[src/rtl/im_fetch_arbiter_if.sv]
// im_fetch_arbiter_if: requester/memory-side bundle of the instruction memory fetch arbiter
interface im_fetch_arbiter_if;
    logic        req0;
    logic [31:0] addr0;
    logic        req1;
    logic [31:0] addr1;
    logic [31:0] im_d;
    logic [31:0] im_a;
    logic        gnt0;
    logic        gnt1;
    logic        rvalid0;
    logic        rvalid1;
    logic [31:0] rdata;
    logic        busy;

    modport master (
        output req0, addr0, req1, addr1, im_d,
        input  im_a, gnt0, gnt1, rvalid0, rvalid1, rdata, busy
    );

    modport slave (
        input  req0, addr0, req1, addr1, im_d,
        output im_a, gnt0, gnt1, rvalid0, rvalid1, rdata, busy
    );
endinterface

[src/rtl/im_fetch_arbiter.sv]
// im_fetch_arbiter: round-robin sharing of one fixed-delay instruction memory port between
// CPU fetch (port 0) and loader/debug (port 1), one access in flight
module im_fetch_arbiter #(
    parameter int WAIT_CYCLES = 10,
    parameter int CW          = 4
) (
    input logic               clk,
    input logic               reset,
    im_fetch_arbiter_if.slave bus
);
    typedef enum logic [1:0] {IDLE, WAIT, DONE} state_t;

    localparam logic [CW-1:0] CNT_INIT = CW'(WAIT_CYCLES - 1);

    state_t        r_state;
    logic [CW-1:0] r_cnt;
    logic          r_owner;
    logic          r_last;
    logic          w_any;
    logic          w_pick;

    // On contention the port that was not served last wins; otherwise whoever asks
    assign w_any  = bus.req0 | bus.req1;
    assign w_pick = (bus.req0 & bus.req1) ? ~r_last : bus.req1;

    always_ff @(posedge clk or posedge reset) begin
        if (reset) begin
            r_state     <= IDLE;
            r_cnt       <= '0;
            r_owner     <= 1'b0;
            r_last      <= 1'b1;
            bus.im_a    <= '0;
            bus.rdata   <= '0;
            bus.gnt0    <= 1'b0;
            bus.gnt1    <= 1'b0;
            bus.rvalid0 <= 1'b0;
            bus.rvalid1 <= 1'b0;
            bus.busy    <= 1'b0;
        end else begin
            bus.gnt0    <= 1'b0;
            bus.gnt1    <= 1'b0;
            bus.rvalid0 <= 1'b0;
            bus.rvalid1 <= 1'b0;
            case (r_state)
                IDLE: begin
                    if (w_any) begin
                        bus.im_a <= w_pick ? bus.addr1 : bus.addr0;
                        bus.gnt0 <= ~w_pick;
                        bus.gnt1 <= w_pick;
                        bus.busy <= 1'b1;
                        r_owner  <= w_pick;
                        r_cnt    <= CNT_INIT;
                        r_state  <= WAIT;
                    end
                end
                WAIT: begin
                    if (r_cnt == '0) r_state <= DONE;
                    else r_cnt <= r_cnt - 1'b1;
                end
                DONE: begin
                    bus.rdata   <= bus.im_d;
                    bus.rvalid0 <= ~r_owner;
                    bus.rvalid1 <= r_owner;
                    bus.busy    <= 1'b0;
                    r_last      <= r_owner;
                    r_state     <= IDLE;
                end
                default: r_state <= IDLE;
            endcase
        end
    end
endmodule

[src/flat_wrapper.sv]
// flat-port wrapper written by rule: the top's interface ports become plain ports
module im_fetch_arbiter_flat 
#(
    parameter int WAIT_CYCLES = 10,
    parameter int CW          = 4
)
  (clk, reset, bus_req0, bus_addr0, bus_req1, bus_addr1, bus_im_d, bus_im_a, bus_gnt0, bus_gnt1, bus_rvalid0, bus_rvalid1, bus_rdata, bus_busy);
  im_fetch_arbiter_if bus_i ();
  input logic clk;
  input logic reset;
  input wire logic [$bits(bus_i.req0)-1:0] bus_req0;
  input wire logic [$bits(bus_i.addr0)-1:0] bus_addr0;
  input wire logic [$bits(bus_i.req1)-1:0] bus_req1;
  input wire logic [$bits(bus_i.addr1)-1:0] bus_addr1;
  input wire logic [$bits(bus_i.im_d)-1:0] bus_im_d;
  output wire logic [$bits(bus_i.im_a)-1:0] bus_im_a;
  output wire logic [$bits(bus_i.gnt0)-1:0] bus_gnt0;
  output wire logic [$bits(bus_i.gnt1)-1:0] bus_gnt1;
  output wire logic [$bits(bus_i.rvalid0)-1:0] bus_rvalid0;
  output wire logic [$bits(bus_i.rvalid1)-1:0] bus_rvalid1;
  output wire logic [$bits(bus_i.rdata)-1:0] bus_rdata;
  output wire logic [$bits(bus_i.busy)-1:0] bus_busy;
  assign bus_i.req0 = bus_req0;
  assign bus_i.addr0 = bus_addr0;
  assign bus_i.req1 = bus_req1;
  assign bus_i.addr1 = bus_addr1;
  assign bus_i.im_d = bus_im_d;
  assign bus_im_a = bus_i.im_a;
  assign bus_gnt0 = bus_i.gnt0;
  assign bus_gnt1 = bus_i.gnt1;
  assign bus_rvalid0 = bus_i.rvalid0;
  assign bus_rvalid1 = bus_i.rvalid1;
  assign bus_rdata = bus_i.rdata;
  assign bus_busy = bus_i.busy;
  im_fetch_arbiter #(.WAIT_CYCLES(WAIT_CYCLES), .CW(CW)) u_core (.clk(clk), .reset(reset), .bus(bus_i));
endmodule
[config.mk]
export PLATFORM = sky130hd
export DESIGN_NAME = im_fetch_arbiter_flat
export DESIGN_NICKNAME = d
export VERILOG_FILES = /design/src/rtl/im_fetch_arbiter_if.sv /design/src/rtl/im_fetch_arbiter.sv /design/src/flat_wrapper.sv
export SDC_FILE = /design/constraint.sdc
export NUM_CORES = 1
export LEC_CHECK = 0
export CAP_MARGIN = 20
export CORE_AREA = 2 2 88 90
export CTS_BUF_LIST = sky130_fd_sc_hd__clkbuf_4 sky130_fd_sc_hd__clkbuf_8 sky130_fd_sc_hd__clkbuf_16
export DETAILED_ROUTE_END_ITERATION = 8
export DIE_AREA = 0 0 90 92
export DONT_BUFFER_PORTS = 1
export GPL_ROUTABILITY_DRIVEN = 0
export PLACE_DENSITY = 0.66
export SLEW_MARGIN = 5
export SYNTH_ARGS = -nofsm -noshare
export SYNTH_HDL_FRONTEND = slang
export SYNTH_SLANG_ARGS = --single-unit
[constraint.sdc]
create_clock -name clk -period 6.7 [get_ports clk]
set_input_delay 1.34 -clock clk [delete_from_list [all_inputs] [get_ports clk]]
set_output_delay 1.34 -clock clk [all_outputs]
set_load 0.005 [all_outputs]
; ---- Word level (Yosys, flattened, before mapping)
; Cells that the tools add are included.
[totals]
reg_bits = 77
out_inout_bits = 69
in_bits = 100
wordCells = 46
[op_classes]
n_reduce_logical = 8
addsub = 1
bitwise_logic = 5
mux = 16
n_eq_ne = 5
[ops]
columns = op, n
row1 = $mux 32, 1
row2 = $mux 1, 8
row3 = $mux 4, 2
row4 = $pmux 4 s2, 1
row5 = $reduce_and 2->1, 3
row6 = $logic_not 4->1, 1
row7 = $mux 2, 2
row8 = $ne 2x1->1 const B, 2
row9 = $pmux 2 s2, 1
row10 = $reduce_bool 2->1, 2
row11 = $sub 4x1->4 const B, 1
row12 = $not 1->1, 3
row13 = $reduce_and 3->1, 1
row14 = $eq 2x1->1 const B, 1
row15 = $eq 2x2->1 const B, 1
row16 = $logic_not 2->1, 1
row17 = $ne 2x2->1 const B, 1
row18 = $pmux 1 s2, 1
row19 = $and 1x1->1, 1
row20 = $or 1x1->1, 1

; ---- Logic depth before layout (Yosys ltp)
; Gate-level depths: netlist of the first run.
[logic_depth]
ltp_word = 5
ltp_mapped = 5

; ---- Least setup slack after synthesis of the first run
; Ideal clock, no wire load.
[synth_timing]
path_kind = input port to flip-flop
start = input port bus_req1
end = register u_core.bus.im_a[10]
path_slack_ps = 4240
cell_stages = 5
arrival_ps = 2334
setup_time_ps = 125
t_required_ps = 6575
cell_sequence = a21bo_1 buf_6 buf_12 mux2_4 mux2_4
[synth_via]
elab_chain_cells = 3
word_cells_on_any_way = 5
classes_between = mux (2) / bitwise (2) / reduce/logical (1)
[synth_lines]
columns = item, line
row1 = "start, declared", flat_wrapper.sv:13  ; input wire logic [$bits(bus_i.req1)-1:0] bus_req1;
row2 = $and 1x1->1, im_fetch_arbiter.sv:24  ; assign w_pick = (bus.req0 & bus.req1) ? ~r_last : bus.req1;
row3 = $mux 1, im_fetch_arbiter.sv:24
row4 = $mux 32, im_fetch_arbiter.sv:47  ; bus.im_a <= w_pick ? bus.addr1 : bus.addr0;
row5 = "end signal, assigned", im_fetch_arbiter.sv:47
row6 = "end, declared", im_fetch_arbiter_if.sv:23  ; output im_a, gnt0, gnt1, rvalid0, rvalid1, rdata, busy
; Several ways; a longest one is shown, not always the timed one.
; A chain may end at the register's enable or synchronous reset.

; ---- Worst setup path after layout of the first run
[layout_timing]
start = input port bus_req1
end = register u_core.bus.im_a[29]
; Same word-level chain as after synthesis.

==> results.toml, run 1 <==
[synth]
synth-seq-cells = 77
synth_top_flop_cell = "dfrtp_1"
synthesis.instances = 291
synth.avg_cell_area_um2 = 12.4
synth_top_cells_by_count = "nand2_1 (99), dfrtp_1 (76), mux2_4 (56)"
synthArstFlopShare = 1.00
syn_area_mm2 = 0.00360
synth_top_area_cell = "dfrtp_1"
seq_area_frac_synth = 0.536
synth.area.top_cells = "dfrtp_1 (53%), mux2_4 (23%), nand2_1 (10%), mux2_2 (2.8%), buf_6 (1.3%)"
yosys_warnings = 0
synth_top_area_frac = 0.529
synth_edf_count = 0
synth_cell_types = 29
yosysMostFrequentCell = "nand2_1"
synth_nets = 393

[floorplan]
die_y_um = 92
die_w_um = 90
rows = 32
die-area_mm2 = 0.00828
core_area_mm2 = 0.00745
start_util = 0.483
io_pins = 169

[pwr]
power_leakage_nw = 1.89
power_density_mw_per_mm2 = 450
finalPower_w = 0.00175
irDropWorstVdd_v = 0.000239

[sta]
maxSlewHeadroom = 0.599
finalCriticalPeriod_ps = 2370
finClkSkew_ps = 5.09
worstMarginPinSlew_ps = 601
min_period_over_period = 0.354
fmax_mhz = 421
rsz0062_at_grt = "no"
setup_viol = 0
tns_ps = 0
finalHoldViolCount = 0
slew_violations = 0

[setup_path]
critPathCaptureType = "register"
critPathKind = "in2reg"
critPathTopFamily = "multiplexers"
max_stage_delay_ps = 360
path_buf_inv = 1
path_cells = "a21bo_2 -> buf_12 -> mux2_2 -> mux2_2"
worst-r2r-setup-slack_ps = 4790
start_kind = "input pin"
cpMostUsedCell = "mux2_2"
critPathSlowestCell = "a21bo_2"
cp.required_ps = 6930
arrival_ps = 2610
path_max_fanout = 28

[final_layout]
syn2layout_area_growth_pct = 8.00
layout-drive-gt1-share = 0.320
nNetsFinal = 394
final.fill_count = 659
multi_input_area_mm2 = 0.00153
final_area_mm2 = 0.00388
antennaDiodeCount = 0
seq_area_mm2 = 0.00193

[clock_network]
cts_setup_buffers = 0
cts_resized = 0
numCtsBuffers = 9
cts_tree = "yes"
postCtsHoldBufs = 0
clock-sinks = 77
worstSkewPairLatency_ps = 350
clock_path_buffers = 2
htreeDepth = 3
cts-root-buf = "clkbuf_8"
clk_pin_slew_ps = 80

[routing]
num_vias = 2031
totalWireLength_um = 6900
drc = 0
ant_nets = 0
dr.pass1.iters = 4
first_iter_violations = 73
via_per_inst = 5.09
wl_per_cell_um = 17.3

[placement]
io_buffers = 0
hpwlAfterDp_um = 4820
place_area_mm2 = 0.00363

[grt]
grt_use_total = 0.173
antenna_found_initial = 0
grt_pass1_vias = 2094
overflow = 0
grt_max_degree = 45
grt_pass1_wl_um = 11300

[hold_path]
hp-class = "reg2reg"

[flow_run]
cap_violations = 0

[status]
status = "finished clean"
report_power, final:
group	internal (W)	switching [W]	total, W	leakage, nW
logic	0.000290	0.000190	0.000480	0.894
registers	0.000683	0.000180	0.000863	0.879
clock network	0.000217	0.000186	0.000403	0.118
total	0.00119	0.000556	0.00175	1.89
registers in the layout (all words and copies together) (netlist names), 2 cells and up:
name / cells
u_core.bus.im_a: 32
u_core.bus.rdata: 32
u_core.r_cnt: 4
u_core.r_state: 2
cell usage in the layout (no fill, tap or decap):
master     count
nand2_1       99
inv_1          3
o22ai_1        1
nor2b_2        1
or3b_2         1
buf_4          3
and3_1         1
inv_6          2
buf_12         1
dfstp_2        1
a21oi_1        1
nand2b_1       2
nor2_4         1
inv_8          2
nor3_1         2
mux2_4        56
clkbuf_8       9
or2_2          2
a21o_1         2
clkinv_2       2
o21ai_0        2
a31o_2         1
mux2_2         9
ha_1           2
nor2b_1        2
buf_8          1
dfrtp_1       76
nor2_1         4
nor3b_1        1
bufinv_16      2
a31oi_1        1
and2_1         2
a21bo_2        1
or4_1          1
stage by stage:
| step | hold WS, ps | utilization | cells | setup slack [ps] |
|---|---|---|---|---|
| detailed placement | 439 | 0.488 | 382 | 3600 |
| CTS | 457 | 0.519 | 398 | 3980 |
| floorplan | 418 | - | 291 | 3390 |
| global route | 483 | 0.522 | 399 | 4290 |
| finish | 451 | 0.522 | 399 | 4330 |
| global placement | 440 | 0.486 | 381 | 3660 |
metal layers:
| layer | vias up | GRT usage | part of all wire |
|---|---|---|---|
| met5 | - | 0 | 0 |
| met4 | 0 | 0.0846 | 0.024 |
| met3 | 18 | 0.0616 | 0.073 |
| met2 | 84 | 0.271 | 0.51 |
| met1 | 977 | 0.214 | 0.40 |
| li1 | 952 | - | - |
worst register-to-register path, cell delays in order, from the launching register on:
cell	delay (ps)
dfrtp_1	420
or2_2	360
nor2_4	90
buf_4	490
mux2_2	440
path summary, 6_finish.rpt:
| check | from | to | cells past startpoint |
|---|---|---|---|
| setup / recovery | bus_req1 | u_core.bus.im_a[29] | 4 |
| min in group asynchronous | reset | u_core.bus.im_a[25] | 1 |
| hold reg to reg | u_core.r_owner | u_core.bus.rvalid0 | 1 |
| hold / removal | u_core.r_owner | u_core.bus.rvalid0 | 1 |
| max in group asynchronous | reset | u_core.r_last | 2 |
| setup reg to reg | u_core.r_state[0] | u_core.bus.im_a[29] | 4 |
kinds of logic after synthesis:
kind of cell               synth area share
and+or+nand+nor                       0.137
DFF                                   0.536
muxes                                 0.262
buffers and inverters                0.0404
AOI/OAI and AO/OA                    0.0170
adders and majority gates           0.00696
final cells by class:
| cell class | count | area share |
|---|---|---|
| repair buffers | 5 | 0.0148 |
| clock buffers | 9 | 0.0319 |
| flip-flops and latches | 77 | 0.496 |
| inverters | 4 | 0.00419 |
| multi-input cells | 195 | 0.393 |
| well taps | 102 | 0.0329 |
| clock inverters | 7 | 0.0271 |
No activity file was read; power rests on OpenSTA's default activity.
==> inputs of run 2 (changes only) <==
==> constraint.sdc (replaced) <==
create_clock -name clk -period 2.3 [get_ports clk]
set_input_delay 0.46 -clock clk [delete_from_list [all_inputs] [get_ports clk]]
set_output_delay 0.46 -clock clk [all_outputs]
set_load 0.005 [all_outputs]
==> results.toml, run 2 (synthesized netlist as in run 1, its figures left out) <==
[final_layout]
final_cell_mix = "nand2_1 (99), dfrtp_1 (76), mux2_4 (56), mux2_2 (9), clkbuf_8 (9)"
layout-drive-gt1-share = 0.324
final.fill_count = 671
antennaDiodeCount = 0
final_common_cell = "nand2_1"
fin_util = 0.520
nNetsFinal = 396
syn2layout_area_growth_pct = 7.65
top_regs = "u_core.bus.im_a x32, u_core.bus.rdata x32, u_core.r_cnt x4"

[grt]
overflow = 0
grt_max_degree = 38
grt_pass1_wl_um = 11100
grt_pass1_vias = 2112
grt_use_total = 0.170
antenna_found_initial = 0

[clock_network]
htreeDepth = 3
worstSkewPairLatency_ps = 350
cts-root-buf = "clkbuf_8"
numCtsBuffers = 9
postCtsHoldBufs = 0
cts_resized = 0
cts_tree = "yes"
clock_path_buffers = 2
clk_pin_slew_ps = 80
cts_setup_buffers = 0
clock-sinks = 77

[pwr]
irDropWorstVdd_v = 0.000469
switchingPower_w = 0.00161
p_comb_frac = 0.294
p_clk_frac = 0.192
netSwitchingFraction = 0.331
p_int_w = 0.00326
p_seq_frac = 0.514
power_leakage_nw = 1.87
power_density_mw_per_mm2 = 1260

[floorplan]
io_pins = 169
start_util = 0.483
rows = 32
die_y_um = 92
core_area_mm2 = 0.00745
die-area_mm2 = 0.00828
die_w_um = 90

[routing]
via_per_inst = 5.11
drc = 0
wl_per_cell_um = 17.4
totalWireLength_um = 6990
dr.pass1.iters = 5
ant_nets = 0
num_vias = 2049
first_iter_violations = 102

[setup_path]
cp.required_ps = 2530
worst-r2r-setup-slack_ps = 640
critPathCaptureType = "register"
start_kind = "register"
path_max_fanout = 34
critPathTopFamily = "multiplexers"
path_buf_inv = 1
arrival_ps = 1890
max_stage_delay_ps = 540
path_cells = "a21bo_2 -> buf_12 -> mux2_2 -> mux2_2"
critPathSlowestCell = "dfstp_2"
startpoint = "u_core.r_last"
cpMostUsedCell = "mux2_2"
r2r_start = "u_core.r_last"
critPathKind = "reg2reg"

[flow_run]
cap_violations = 0

[status]
status = "finished clean"

[sta]
worstMarginPinSlew_ps = 816
fmax_mhz = 601
final.setup.worst_slack_ps = 636
finClkSkew_ps = 12.5
finalCriticalPeriod_ps = 1660
min_period_over_period = 0.724
maxSlewHeadroom = 0.455
setup_viol = 0
rsz0062_at_grt = "no"
slew_violations = 0
finalHoldViolCount = 0
tns_ps = 0

[placement]
pre_cts_slack_ps = 636
io_buffers = 0
hpwlAfterDp_um = 4960

[hold_path]
hp-class = "in2async"
[run 2: area by class of cell]
class / instances / area [um^2] / share of cell area
clock inverters: 7 / 57.6 / 0.0149
flip-flops and latches: 77 / 1930 / 0.498
repair buffers: 7 / 90.1 / 0.0233
clock buffers: 9 / 124 / 0.0320
multi-input cells: 195 / 1530 / 0.394
well taps: 102 / 128 / 0.0330
inverters: 4 / 18.8 / 0.00485
[run 2: metrics by stage]
stage,cells,total power (W),cell area [um^2],hold WS (ps)
after floorplan,291,0.00367,3600,418
after global placement,385,0.00392,3690,432
after detailed placement,385,0.00399,3690,438
after CTS,401,0.00494,3870,155
after global routing,401,0.00522,3870,180
final,401,0.00487,3870,137
[run 2: path summary, 6_finish.rpt]
check / to / cells past startpoint
setup / recovery: u_core.bus.im_a[29] / 4
setup reg to reg: u_core.bus.im_a[29] / 4
min in group clk: u_core.bus.rdata[26] / 2
max in group asynchronous: u_core.bus.im_a[23] / 2
hold / removal: u_core.bus.im_a[15] / 1
hold reg to reg: u_core.bus.rvalid0 / 1
[run 2: power groups by stage]
stage,Combinational (W),Clock [W],Sequential [W]
floorplan,0.00129,0,0.00237
global placement,0.00140,0,0.00253
global route,0.00159,0.00104,0.00258
CTS,0.00146,0.000966,0.00252
detailed placement,0.00145,0,0.00254
finish,0.00143,0.000934,0.00250
[run 2: metal layers]
metal | share of wire | global-route usage | up-vias
met2 | 0.51 | 0.275 | 82
met3 | 0.070 | 0.0698 | 10
met1 | 0.41 | 0.212 | 999
met5 | 0 | 0 | -
met4 | 0.015 | 0.0500 | 0
li1 | - | - | 958
